## src/rtl/alu_issue_stage.sv

```systemverilog
// Issue stage ahead of the 4-stage ALU pipeline: buffers instruction words, decodes them,
// holds back RAW-dependent heads behind a bubble, drops illegal opcodes and keeps statistics.
module alu_issue_stage #(
    parameter int DEPTH     = 4,
    parameter int HAZ_DEPTH = 2,
    parameter int CNT_W     = 16
) (
    input  logic                         clk1,
    input  logic                         rst,
    input  logic                         in_valid,
    output logic                         in_ready,
    input  logic [23:0]                  in_instr,
    input  logic                         hold,
    output logic [3:0]                   rs1,
    output logic [3:0]                   rs2,
    output logic [3:0]                   rd,
    output logic [3:0]                   func,
    output logic [7:0]                   addr,
    output logic                         issue_valid,
    output logic                         err_illegal,
    output logic [CNT_W-1:0]             issued_cnt,
    output logic [CNT_W-1:0]             stall_cnt,
    output logic [$clog2(DEPTH+1)-1:0]   fifo_level
);

    localparam int PW = $clog2(DEPTH);
    localparam int LW = $clog2(DEPTH+1);

    logic [23:0]          mem [DEPTH];
    logic [PW-1:0]        wr_ptr;
    logic [PW-1:0]        rd_ptr;
    logic [23:0]          head;
    logic [3:0]           head_func;
    logic [3:0]           head_rd;
    logic [3:0]           head_rs1;
    logic [3:0]           head_rs2;
    logic [7:0]           head_addr;
    logic                 fifo_empty;
    logic                 head_illegal;
    logic                 hazard;
    logic                 push;
    logic                 pop;
    logic                 do_issue;
    logic                 do_drop;
    logic                 do_stall;
    logic [HAZ_DEPTH-1:0] sb_v;
    logic [3:0]           sb_rd [HAZ_DEPTH];

    assign head      = mem[rd_ptr];
    assign head_func = head[23:20];
    assign head_rd   = head[19:16];
    assign head_rs1  = head[15:12];
    assign head_rs2  = head[11:8];
    assign head_addr = head[7:0];

    assign fifo_empty   = (fifo_level == '0);
    assign head_illegal = (head_func >= 4'd12);
    assign in_ready     = !rst && (fifo_level < LW'(DEPTH));
    assign push         = in_valid && in_ready;

    // Illegal heads are discarded before the hazard check, so they never stall.
    assign do_drop  = !fifo_empty && !hold && head_illegal;
    assign do_issue = !fifo_empty && !hold && !head_illegal && !hazard;
    assign do_stall = !fifo_empty && !hold && !head_illegal && hazard;
    assign pop      = do_drop || do_issue;

    always_comb begin
        hazard = 1'b0;
        for (int i = 0; i < HAZ_DEPTH; i++) begin
            if (sb_v[i] && ((sb_rd[i] == head_rs1) || (sb_rd[i] == head_rs2))) begin
                hazard = 1'b1;
            end
        end
    end

    always_ff @(posedge clk1) begin
        if (push) begin
            mem[wr_ptr] <= in_instr;
        end
    end

    always_ff @(posedge clk1) begin
        if (rst) begin
            wr_ptr     <= '0;
            rd_ptr     <= '0;
            fifo_level <= '0;
        end else begin
            if (push) begin
                wr_ptr <= wr_ptr + 1'b1;
            end
            if (pop) begin
                rd_ptr <= rd_ptr + 1'b1;
            end
            if (push && !pop) begin
                fifo_level <= fifo_level + 1'b1;
            end else if (pop && !push) begin
                fifo_level <= fifo_level - 1'b1;
            end
        end
    end

    // The scoreboard shifts every cycle, hold included, because downstream never stalls.
    always_ff @(posedge clk1) begin
        if (rst) begin
            sb_v <= '0;
            for (int i = 0; i < HAZ_DEPTH; i++) begin
                sb_rd[i] <= '0;
            end
        end else begin
            for (int i = HAZ_DEPTH - 1; i >= 1; i--) begin
                sb_v[i]  <= sb_v[i-1];
                sb_rd[i] <= sb_rd[i-1];
            end
            sb_v[0]  <= do_issue;
            sb_rd[0] <= head_rd;
        end
    end

    always_ff @(posedge clk1) begin
        if (rst) begin
            issue_valid <= 1'b0;
            func        <= 4'hF;
            rs1         <= '0;
            rs2         <= '0;
            rd          <= '0;
            addr        <= '0;
        end else if (do_issue) begin
            issue_valid <= 1'b1;
            func        <= head_func;
            rs1         <= head_rs1;
            rs2         <= head_rs2;
            rd          <= head_rd;
            addr        <= head_addr;
        end else begin
            issue_valid <= 1'b0;
            func        <= 4'hF;
        end
    end

    always_ff @(posedge clk1) begin
        if (rst) begin
            err_illegal <= 1'b0;
            issued_cnt  <= '0;
            stall_cnt   <= '0;
        end else begin
            if (do_drop) begin
                err_illegal <= 1'b1;
            end
            if (do_issue && (issued_cnt != '1)) begin
                issued_cnt <= issued_cnt + 1'b1;
            end
            if (do_stall && (stall_cnt != '1)) begin
                stall_cnt <= stall_cnt + 1'b1;
            end
        end
    end

endmodule

```

## config.mk

```make
export PLATFORM = sky130hd
export DESIGN_NAME = alu_issue_stage
export DESIGN_NICKNAME = d
export VERILOG_FILES = /design/src/rtl/alu_issue_stage.sv
export SDC_FILE = /design/constraint.sdc
export NUM_CORES = 1
export LEC_CHECK = 0
export ABC_AREA = 1
export CAP_MARGIN = 20
export CORE_MARGIN = 3
export CORE_UTILIZATION = 65
export CTS_BUF_LIST = sky130_fd_sc_hd__clkbuf_4 sky130_fd_sc_hd__clkbuf_8
export CTS_CLUSTER_DIAMETER = 60
export DETAILED_ROUTE_END_ITERATION = 7
export DONT_BUFFER_PORTS = 1
export GPL_TIMING_DRIVEN = 0
export PLACE_DENSITY_LB_ADDON = 0.12
export SYNTH_ARGS = -nofsm -noshare
export SYNTH_HDL_FRONTEND = slang
export SYNTH_SLANG_ARGS = --single-unit
```

## constraint.sdc

```tcl
create_clock -name clk1 -period 7.1 [get_ports clk1]
set_input_delay 1.065 -clock clk1 [delete_from_list [all_inputs] [get_ports clk1]]
set_output_delay 1.065 -clock clk1 [all_outputs]
set_load 0.1 [all_outputs]
```

# Word level (Yosys, flattened, before mapping)
# Memory sizes are Yosys's and may differ from the RTL's. A register that Yosys moved wholly into a read port is not among the register bits.
# Cells that the tools add are included.
[classes]
addsub = 6
n_lt_le_gt_ge = 2
eq_ne = 6
mux = 14
bitwise_logic = 3
n_reduce_logical = 26
[op_table]
columns = ["operator", "count"]
rows = [
  ["$add A16 B1 Y16 const B", 2],
  ["$ne A16 B16 Y1 const B", 2],
  ["$eq A4 B4 Y1", 4],
  ["$logic_and A1 B1 Y1", 13],
  ["$mux W1", 8],
  ["$mux W4", 2],
  ["$logic_not A1 Y1", 7],
  ["$mux W3", 2],
  ["$add A2 B1 Y2 const B", 2],
  ["$ge A4 B4 Y1 const B", 1],
  ["$mux W2", 2],
  ["$add A3 B1 Y3 const B", 1],
  ["$logic_not A3 Y1", 1],
  ["$logic_or A1 B1 Y1", 3],
  ["$lt A3 B3 Y1 const B", 1],
  ["$sub A3 B1 Y3 const B", 1],
  ["$or A1 B1 Y1", 2],
  ["$reduce_bool A2 Y1", 1],
  ["$reduce_or A2 Y1", 1],
  ["$not A1 Y1", 1],
]
[word_totals]
regBits = 67
ram_bits = 104
in_bits = 28
mem_count = 2
[mem_list]
columns = ["name", "words", "width", "read_ports", "rd_ports_with_merged_regs", "wr", "line_no", "source"]
rows = [
  ["mem", 4, 24, 1, 1, 1, "29", "logic [23:0] mem [DEPTH];"],
  ["sb_rd", 2, 4, 2, 0, 2, "47", "logic [3:0] sb_rd [HAZ_DEPTH];"],
]

# Depth between registers and ports, before layout
# Gate-level depths: netlist (run 1).
[depth]
word_depth = 11
depth_mapped = 22

# Least setup slack after synthesis (run 1)
# Ideal clock, no wire load.
[synth_path]
kind = "input port to flip-flop"
startpoint = "input port rst"
endpoint = "memory mem[0][0], enable pin"
setup_ns = 0.405
arrival_ns = 4.097
required_time_ns = 6.695
path_slack_ns = 2.598
path_stages = 4
cell_sequence = "clkbuf_1 nor2_1 nand2_1 nor2_1"
[synth_between]
elab_chain_len = 5
[synth_lines]
columns = ["element", "line_no", "source"]
rows = [
  ["start: declaration", "9", "input logic rst,"],
  ["$logic_not A1 Y1", "58", "assign in_ready = !rst && (fifo_level < LW'(DEPTH));"],
  ["$logic_and A1 B1 Y1", "58", ""],
  ["named net in_ready", "11", "output logic in_ready,"],
  ["$logic_and A1 B1 Y1", "59", "assign push = in_valid && in_ready;"],
  ["$mux W1", "77", "if (push) begin"],
  ["$mux W1 (not written as such)", "78", "mem[wr_ptr] <= in_instr;"],
  ["end: declaration", "29", ""],
]
# The timed path passes the listed nets, and every way through them passes these cells.

==> impl_metrics.toml, run 1 <==
[timing]
rsz0062_at_grt = "no"
period_needed_ns = 3.26
drv_slew = 0
finalHoldViolCount = 0
max-slew-margin-rel = 0.262
setup_viol = 0
final.setup_skew_ns = 0.0110
timing.final.crit_share = 0.459
tns_ns = 0
worst_slack_ns = 3.84
achievable-frequency_ghz = 0.307
tightest_slew_ns = 1.11

[job]
cap_viol_max_count = 0

[synthesis]
syn_avg_cell_area_um2 = 9.11
seq_total_area_yosys = 0.605
syn-instance-count = 799
post-synth-top-area-cell = "sky130_fd_sc_hd__edfxtp_1"
yosys.cell_types.count = 32
synth.top_cell.area_share = 0.396
nets_in_the_synthesized_netlist = 835
synthesis.area_um2 = 7280
synth_async_sr_flop_share = 0
yosysWarnings = 0
yosys_register_bits = 172
synth-edff-count = 96
post-synth-top-count-cell = "sky130_fd_sc_hd__nand2_1"
synthTopCellsByCount = "sky130_fd_sc_hd__nand2_1 (209), sky130_fd_sc_hd__nor2_1 (98), sky130_fd_sc_hd__edfxtp_1 (96)"
netlist_top_cells_area = "sky130_fd_sc_hd__edfxtp_1 (40%), sky130_fd_sc_hd__dfxtp_1 (21%), sky130_fd_sc_hd__nand2_1 (11%)"
yosys_most_used_dff = "sky130_fd_sc_hd__edfxtp_1"

[status]
outcome = "finished clean"

[setup_path]
crit_top_cell = "sky130_fd_sc_hd__nand2_1"
worstSetupEndpointType = "register"
required_worst_endpoint_ns = 7.50
cpLargestDelayFamily = "simple AND/OR/NAND/NOR gates"
path_max_fanout = 10
critPathSlowestCell = "sky130_fd_sc_hd__dfxtp_1"
path_cells = "buf_2, nand2_1, nand3_1, nand2_1, nand2_1, nand2_1, nor2_1, nand2_1, nand2_1, nand2_2, nand3_2, nand2_1, inv_1, ha_1, inv_1, fa_1, a21oi_1, o21ai_0, xor2_1, nor2_1"
timing.reg2reg.setup_slack_ns = 3.84
worst-endpoint-arrival_ns = 3.65
critical_path_class = "reg -> reg"
critPathBufInv = 3
critPathMaxStageDelay_ns = 0.48
setup.worst_path.start_class = "register"

[die]
die-area_um2 = 12500
die_width_um = 112
rows = 38
core_area_um2 = 10900
initial_core_utilization = 0.669
die_y_um = 112
num_io_pins = 90

[min_path]
holdCritPathClass = "reg -> reg"

[global_route]
grt_antenna_before_repair = 0
grt_pass1_vias = 5439
grt_pass1_wl_um = 26400
globalRouteOverflowTotal = 0
groute.usage.overall = 0.272
grt_start_max_net_pins = 25

[power]
irDropWorstVdd_v = 0.000292
power_uw = 3270
leakagePower_uw = 0.00312
power-per-cell-area_nw_per_um2 = 412

[routing]
drt_iter0_drc = 561
drt.antenna.violating_nets = 0
route.detailed.wl_per_inst_um = 17.0
totalWireLength_um = 16500
via_count = 5615
post-route-drc-count = 0
viasPerCell = 5.76
detailedRoute.firstPassIterationCount = 5

[clock_tree]
cts_tree = "done"
clkLatencyLatePin_ns = 0.46
cts_resized = 0
cts.sinks = 172
htree_levels = 4
cts_buffer_depth = 2
cts_hold_buffers = 0
path_clk_slew_ns = 0.09
clk_root_buffer_cell = "sky130_fd_sc_hd__clkbuf_8"
post-cts-setup-buffers = 0
tritoncts.num_buffers = 17

[finish]
num-fill-cells = 818
finalNetCount = 857
area.growth.synth_to_final_pct = 9.07
layout.cell_area.non_filler_um2 = 7940
layout-drive-gt1-share = 0.0779
insertedDiodeCount = 0

[placement]
place.port_buffers = 0
detailed_place.area_um2 = 7530
hpwl_um = 11200
dp_slack_ns = 3.60
gp_congestion = 0.884
-- sequential cells by signal, indices dropped and copies added (netlist names), named ones only --
signal	count
mem	96
issued_cnt	16
stall_cnt	16
addr	8
sb_rd	8
func	4
rd	4
rs1	4
rs2	4
fifo_level	3
rd_ptr	2
sb_v	2
wr_ptr	2
err_illegal	1
-- stage by stage --
| stage | utilization | cells | hold slack (ns) |
|---|---|---|---|
| after floorplan | - | 799 | 0.457 |
| after global placement | 0.685 | 939 | 0.480 |
| after detailed placement | 0.692 | 942 | 0.486 |
| after CTS | 0.729 | 974 | 0.498 |
| after global routing | 0.729 | 974 | 0.529 |
| final | 0.729 | 974 | 0.504 |
-- power breakdown --
| part | internal, uW | total [uW] | switching [uW] |
|---|---|---|---|
| registers | 1160 | 1690 | 525 |
| clock network | 351 | 700 | 349 |
| logic | 280 | 882 | 602 |
| total | 1790 | 3270 | 1480 |
-- metal layers --
| metal | global-route usage | up-vias | part of all wire |
|---|---|---|---|
| li1 | - | 2707 | - |
| met1 | 0.336 | 2624 | 0.41 |
| met2 | 0.437 | 252 | 0.48 |
| met3 | 0.0929 | 32 | 0.095 |
| met4 | 0.116 | 0 | 0.022 |
| met5 | 0 | - | 0 |
-- logic make-up (layout without fill, tap and decap cells) --
family | count (synthesis) | in the layout | share of synthesized area
AND/OR/NAND/NOR | 413 | 413 | 0.239
flip-flops | 172 | 172 | 0.605
buffers and inverters | 106 | 141 | 0.0595
AO/OA/AOI/OAI | 91 | 91 | 0.0711
XOR/XNOR | 9 | 9 | 0.0108
adder cells (fa/ha/maj) | 8 | 8 | 0.0148
-- worst min-delay path, stage by stage (launching register included) --
cell,delay (ns)
sky130_fd_sc_hd__dfxtp_1,0.34
sky130_fd_sc_hd__inv_1,0.09
sky130_fd_sc_hd__nor2_1,0.04
-- final cells by class --
class,instances,area (um^2),area share
clock inverter,14,170,0.0214
tap,140,175,0.0221
timing repair buffer,3,46.3,0.00583
sequential,172,4400,0.555
multi-input combinational,521,2470,0.311
buffer,32,155,0.0195
inverter,74,278,0.0350
clock buffer,18,241,0.0304
-- worst paths after layout --
kind                                        startpoint                          to  cells after the start
worst max-delay path                          register  fifo_level[2]$_SDFFE_PP0P_                     20
worst min-delay path            sb_rd[0][0]$_SDFF_PP0_      sb_rd[0][4]$_SDFF_PP0_                      2
worst max register to register                register  fifo_level[2]$_SDFFE_PP0P_                     20
worst min register to register  sb_rd[0][0]$_SDFF_PP0_      sb_rd[0][4]$_SDFF_PP0_                      2
-- cell usage in the layout (no fill, tap or decap), types with 2 or more instances in the layout --
| cell | count |
|---|---|
| sky130_fd_sc_hd__clkinv_4 | 3 |
| sky130_fd_sc_hd__a32oi_1 | 3 |
| sky130_fd_sc_hd__clkinvlp_4 | 5 |
| sky130_fd_sc_hd__o21ai_1 | 18 |
| sky130_fd_sc_hd__ha_1 | 7 |
| sky130_fd_sc_hd__nor2_1 | 93 |
| sky130_fd_sc_hd__nand2_2 | 3 |
| sky130_fd_sc_hd__xnor2_1 | 2 |
| sky130_fd_sc_hd__a32o_1 | 9 |
| sky130_fd_sc_hd__inv_2 | 4 |
| sky130_fd_sc_hd__nor2_4 | 4 |
| sky130_fd_sc_hd__inv_1 | 70 |
| sky130_fd_sc_hd__clkbuf_8 | 17 |
| sky130_fd_sc_hd__buf_2 | 10 |
| sky130_fd_sc_hd__nand4_1 | 21 |
| sky130_fd_sc_hd__nor2_2 | 3 |
| sky130_fd_sc_hd__clkbuf_1 | 9 |
| sky130_fd_sc_hd__buf_4 | 6 |
| sky130_fd_sc_hd__buf_1 | 8 |
| sky130_fd_sc_hd__a21oi_1 | 48 |
| sky130_fd_sc_hd__nor3_1 | 5 |
| sky130_fd_sc_hd__clkinv_1 | 2 |
| sky130_fd_sc_hd__o21ai_0 | 10 |
| sky130_fd_sc_hd__dfxtp_1 | 76 |
| sky130_fd_sc_hd__edfxtp_1 | 96 |
| sky130_fd_sc_hd__nand2_1 | 209 |
| sky130_fd_sc_hd__bufinv_16 | 3 |
| sky130_fd_sc_hd__xor2_1 | 7 |
| sky130_fd_sc_hd__nand3_2 | 2 |
| sky130_fd_sc_hd__nand3_1 | 70 |
No activity file was read; power rests on OpenSTA's default activity.
==> inputs of run 2 (changes only) <==
clock period = 3.1 ns   (was 7.1 ns; I/O delays follow)
==> run 2 against run 1 <==
  * Total power rose by 140%
  * Worst setup slack got worse by 3.7 ns
  * Fmax grew 9.6%
  * Flip-flop and latch count is the same
  * Hold slack worse by 0.42 ns
  * Utilization is 0.88 points higher
  * Register-to-register slack got worse by 3.7 ns
  * Sequential share of layout area is 0.51 points lower
  * Final cell count is 0.21% lower
  * Critical path depth down 4
  * Die area stayed put
  * Combinational power up 130%
==> impl_metrics.toml, run 2 (synthesized netlist as in run 1, its figures left out) <==
[setup_path]
timing.reg2reg.setup_slack_ns = 0.13
critical_path_class = "reg -> reg"
critPathSlowestCell = "sky130_fd_sc_hd__fa_1"
required_worst_endpoint_ns = 3.49
setup.worst_path.start_class = "register"
r2r_end = "fifo_level[2]$_SDFFE_PP0P_"
path_cells = "inv_2, buf_2, o21ai_0, o22a_1, nor2_2, nor2_2, nand3_4, nand2_1, inv_1, ha_1, inv_1, fa_1, a21oi_1, o21ai_0, xor2_1, nor2_1"
path_max_fanout = 10
worstSetupEndpointType = "register"
critPathMaxStageDelay_ns = 0.38
r2r.worst_path.cells = 16
worst-endpoint-arrival_ns = 3.37

[routing]
via_count = 5553
drt_iter0_drc = 573
post-route-drc-count = 0
detailedRoute.firstPassIterationCount = 5
route.detailed.wl_per_inst_um = 17.3
viasPerCell = 5.71
totalWireLength_um = 16800
drt.antenna.violating_nets = 0

[finish]
most_frequent_cells_in_the_layout = "sky130_fd_sc_hd__nand2_1 (208), sky130_fd_sc_hd__edfxtp_1 (96), sky130_fd_sc_hd__nor2_1 (92)"
most_common_cell_after_layout_fill_and_taps_aside = "sky130_fd_sc_hd__nand2_1"
insertedDiodeCount = 0
registers.top_by_ff_count = "mem"
layout.cell_area.non_filler_um2 = 8040
largest_register_ffs = 96
layout-drive-gt1-share = 0.103
area.growth.synth_to_final_pct = 10.4
layout_top_registers = "mem: 96 flops, issued_cnt: 16 flops, stall_cnt: 16 flops"
finalNetCount = 855

[timing]
setup_viol = 0
achievable-frequency_ghz = 0.336
rsz0062_at_grt = "yes"
worst_slack_ns = 0.126
drv_slew = 0
tns_ns = 0
period_needed_ns = 2.97
final.setup_skew_ns = 0.0148
max-slew-margin-rel = 0.251
tightest_slew_ns = 1.12
finalHoldViolCount = 0
timing.final.crit_share = 0.959

[min_path]
whs_endpoint = "mem[1][18]$_DFFE_PP_"
worstHoldStart = "in_instr[18]"
holdCritPathClass = "in -> reg"
worstHoldPathCells = 0

[power]
proportion_of_power_drawn_by_combinational_gates = 0.269
netSwitchingFraction = 0.439
irDropWorstVdd_v = 0.000580
internal-power_uw = 4320
netSwitchingPower_uw = 3390
power_uw = 7710
power-per-cell-area_nw_per_um2 = 959
seq_power_share = 0.502
leakagePower_uw = 0.00318
power.share.clock = 0.229

[status]
outcome = "finished clean"

[die]
die-area_um2 = 12500
die_y_um = 112
core_area_um2 = 10900
rows = 38
num_io_pins = 90
die_width_um = 112
initial_core_utilization = 0.669

[placement]
place.port_buffers = 0
gp_congestion = 0.891
detailed_place.area_um2 = 7490
dp_slack_ns = -0.133
hpwl_um = 11200

[job]
cap_viol_max_count = 0

[global_route]
globalRouteOverflowTotal = 0
grt_pass1_vias = 5422
grt_start_max_net_pins = 25
grt_antenna_before_repair = 0
grt_pass1_wl_um = 26500
groute.usage.overall = 0.273

[clock_tree]
htree_levels = 4
tritoncts.num_buffers = 17
clk_root_buffer_cell = "sky130_fd_sc_hd__clkbuf_8"
clkLatencyLatePin_ns = 0.47
cts_tree = "done"
cts_buffer_depth = 2
cts.sinks = 172
path_clk_slew_ns = 0.09
==> run 2: changes by cell type in the layout (fill, tap and decap cells not counted), sizes merged <==
cell | previous run | this run
buf | 26 | 22
bufinv | 3 | 5
clkbuf | 27 | 31
clkinvlp | 5 | 2
inv | 75 | 74
==> run 2: how the worst max path moves through the flow <==
stage,endpoint,slack [ns],cells past startpoint,start
final,fifo_level[2]$_SDFFE_PP0P_,0.13,16,register
after global routing,fifo_level[2]$_SDFFE_PP0P_,-0.09,16,register
after CTS,fifo_level[2]$_SDFFE_PP0P_,0.005,22,register
after detailed placement,fifo_level[2]$_SDFFE_PP0P_,-0.13,10,fifo_level[2]$_SDFFE_PP0P_
after global placement,mem[0][10]$_DFFE_PP_,-0.34,3,fifo_level[2]$_SDFFE_PP0P_
after floorplan,fifo_level[2]$_SDFFE_PP0P_,0.19,10,fifo_level[2]$_SDFFE_PP0P_
==> run 2: cell type report <==
| class | instances | area [um^2] |
|---|---|---|
| fill | 787 | 2850 |
| buffer | 32 | 165 |
| timing repair buffer | 1 | 7.51 |
| clock inverter | 12 | 194 |
| clock buffer | 20 | 263 |
| sequential | 172 | 4420 |
| tap | 140 | 175 |
| inverter | 74 | 278 |
| multi-input combinational | 521 | 2540 |
==> run 2: what timing repair did <==
item / CTS / global route
resized for setup: 5 / 22
pin swaps: 1 / 1
setup buffers: 0 / 1
hold buffers: 0 / 0
endpoints found under the setup margin: 99 / 16
==> run 2: critical path: cells and delay by family, from the launching register on <==
kind,cells,cell delay [ns]
AOI/OAI and AO/OA,4,0.62
xor gates and xnor gates,1,0.15
adders and majority gates,2,0.53
buffers and inverters,4,0.67
DFF,1,0.36
and+or+nand+nor,5,0.57
==> run 2: layer usage <==
metal / wire, um / share of wire / GRT usage
met5: 0 / 0 / 0
met4: 408 / 0.024 / 0.137
met3: 1570 / 0.093 / 0.0918
met2: 8390 / 0.50 / 0.458
met1: 6460 / 0.38 / 0.313
==> run 2: metrics by stage <==
stage	instances	hold WS, ns	util
global route	972	0.0660	0.738
global placement	939	0.483	0.686
CTS	971	0.0686	0.732
detailed placement	939	0.499	0.688
finish	972	0.0840	0.738
floorplan	799	0.457	-
==> run 2: power by group through the flow <==
stage	clock [uW]	sequential, uW	combinational, uW
floorplan	0	3840	1460
global placement	0	3910	1870
CTS	1780	3870	1980
detailed placement	0	3910	1950
finish	1760	3870	2070
global route	1870	3900	2290
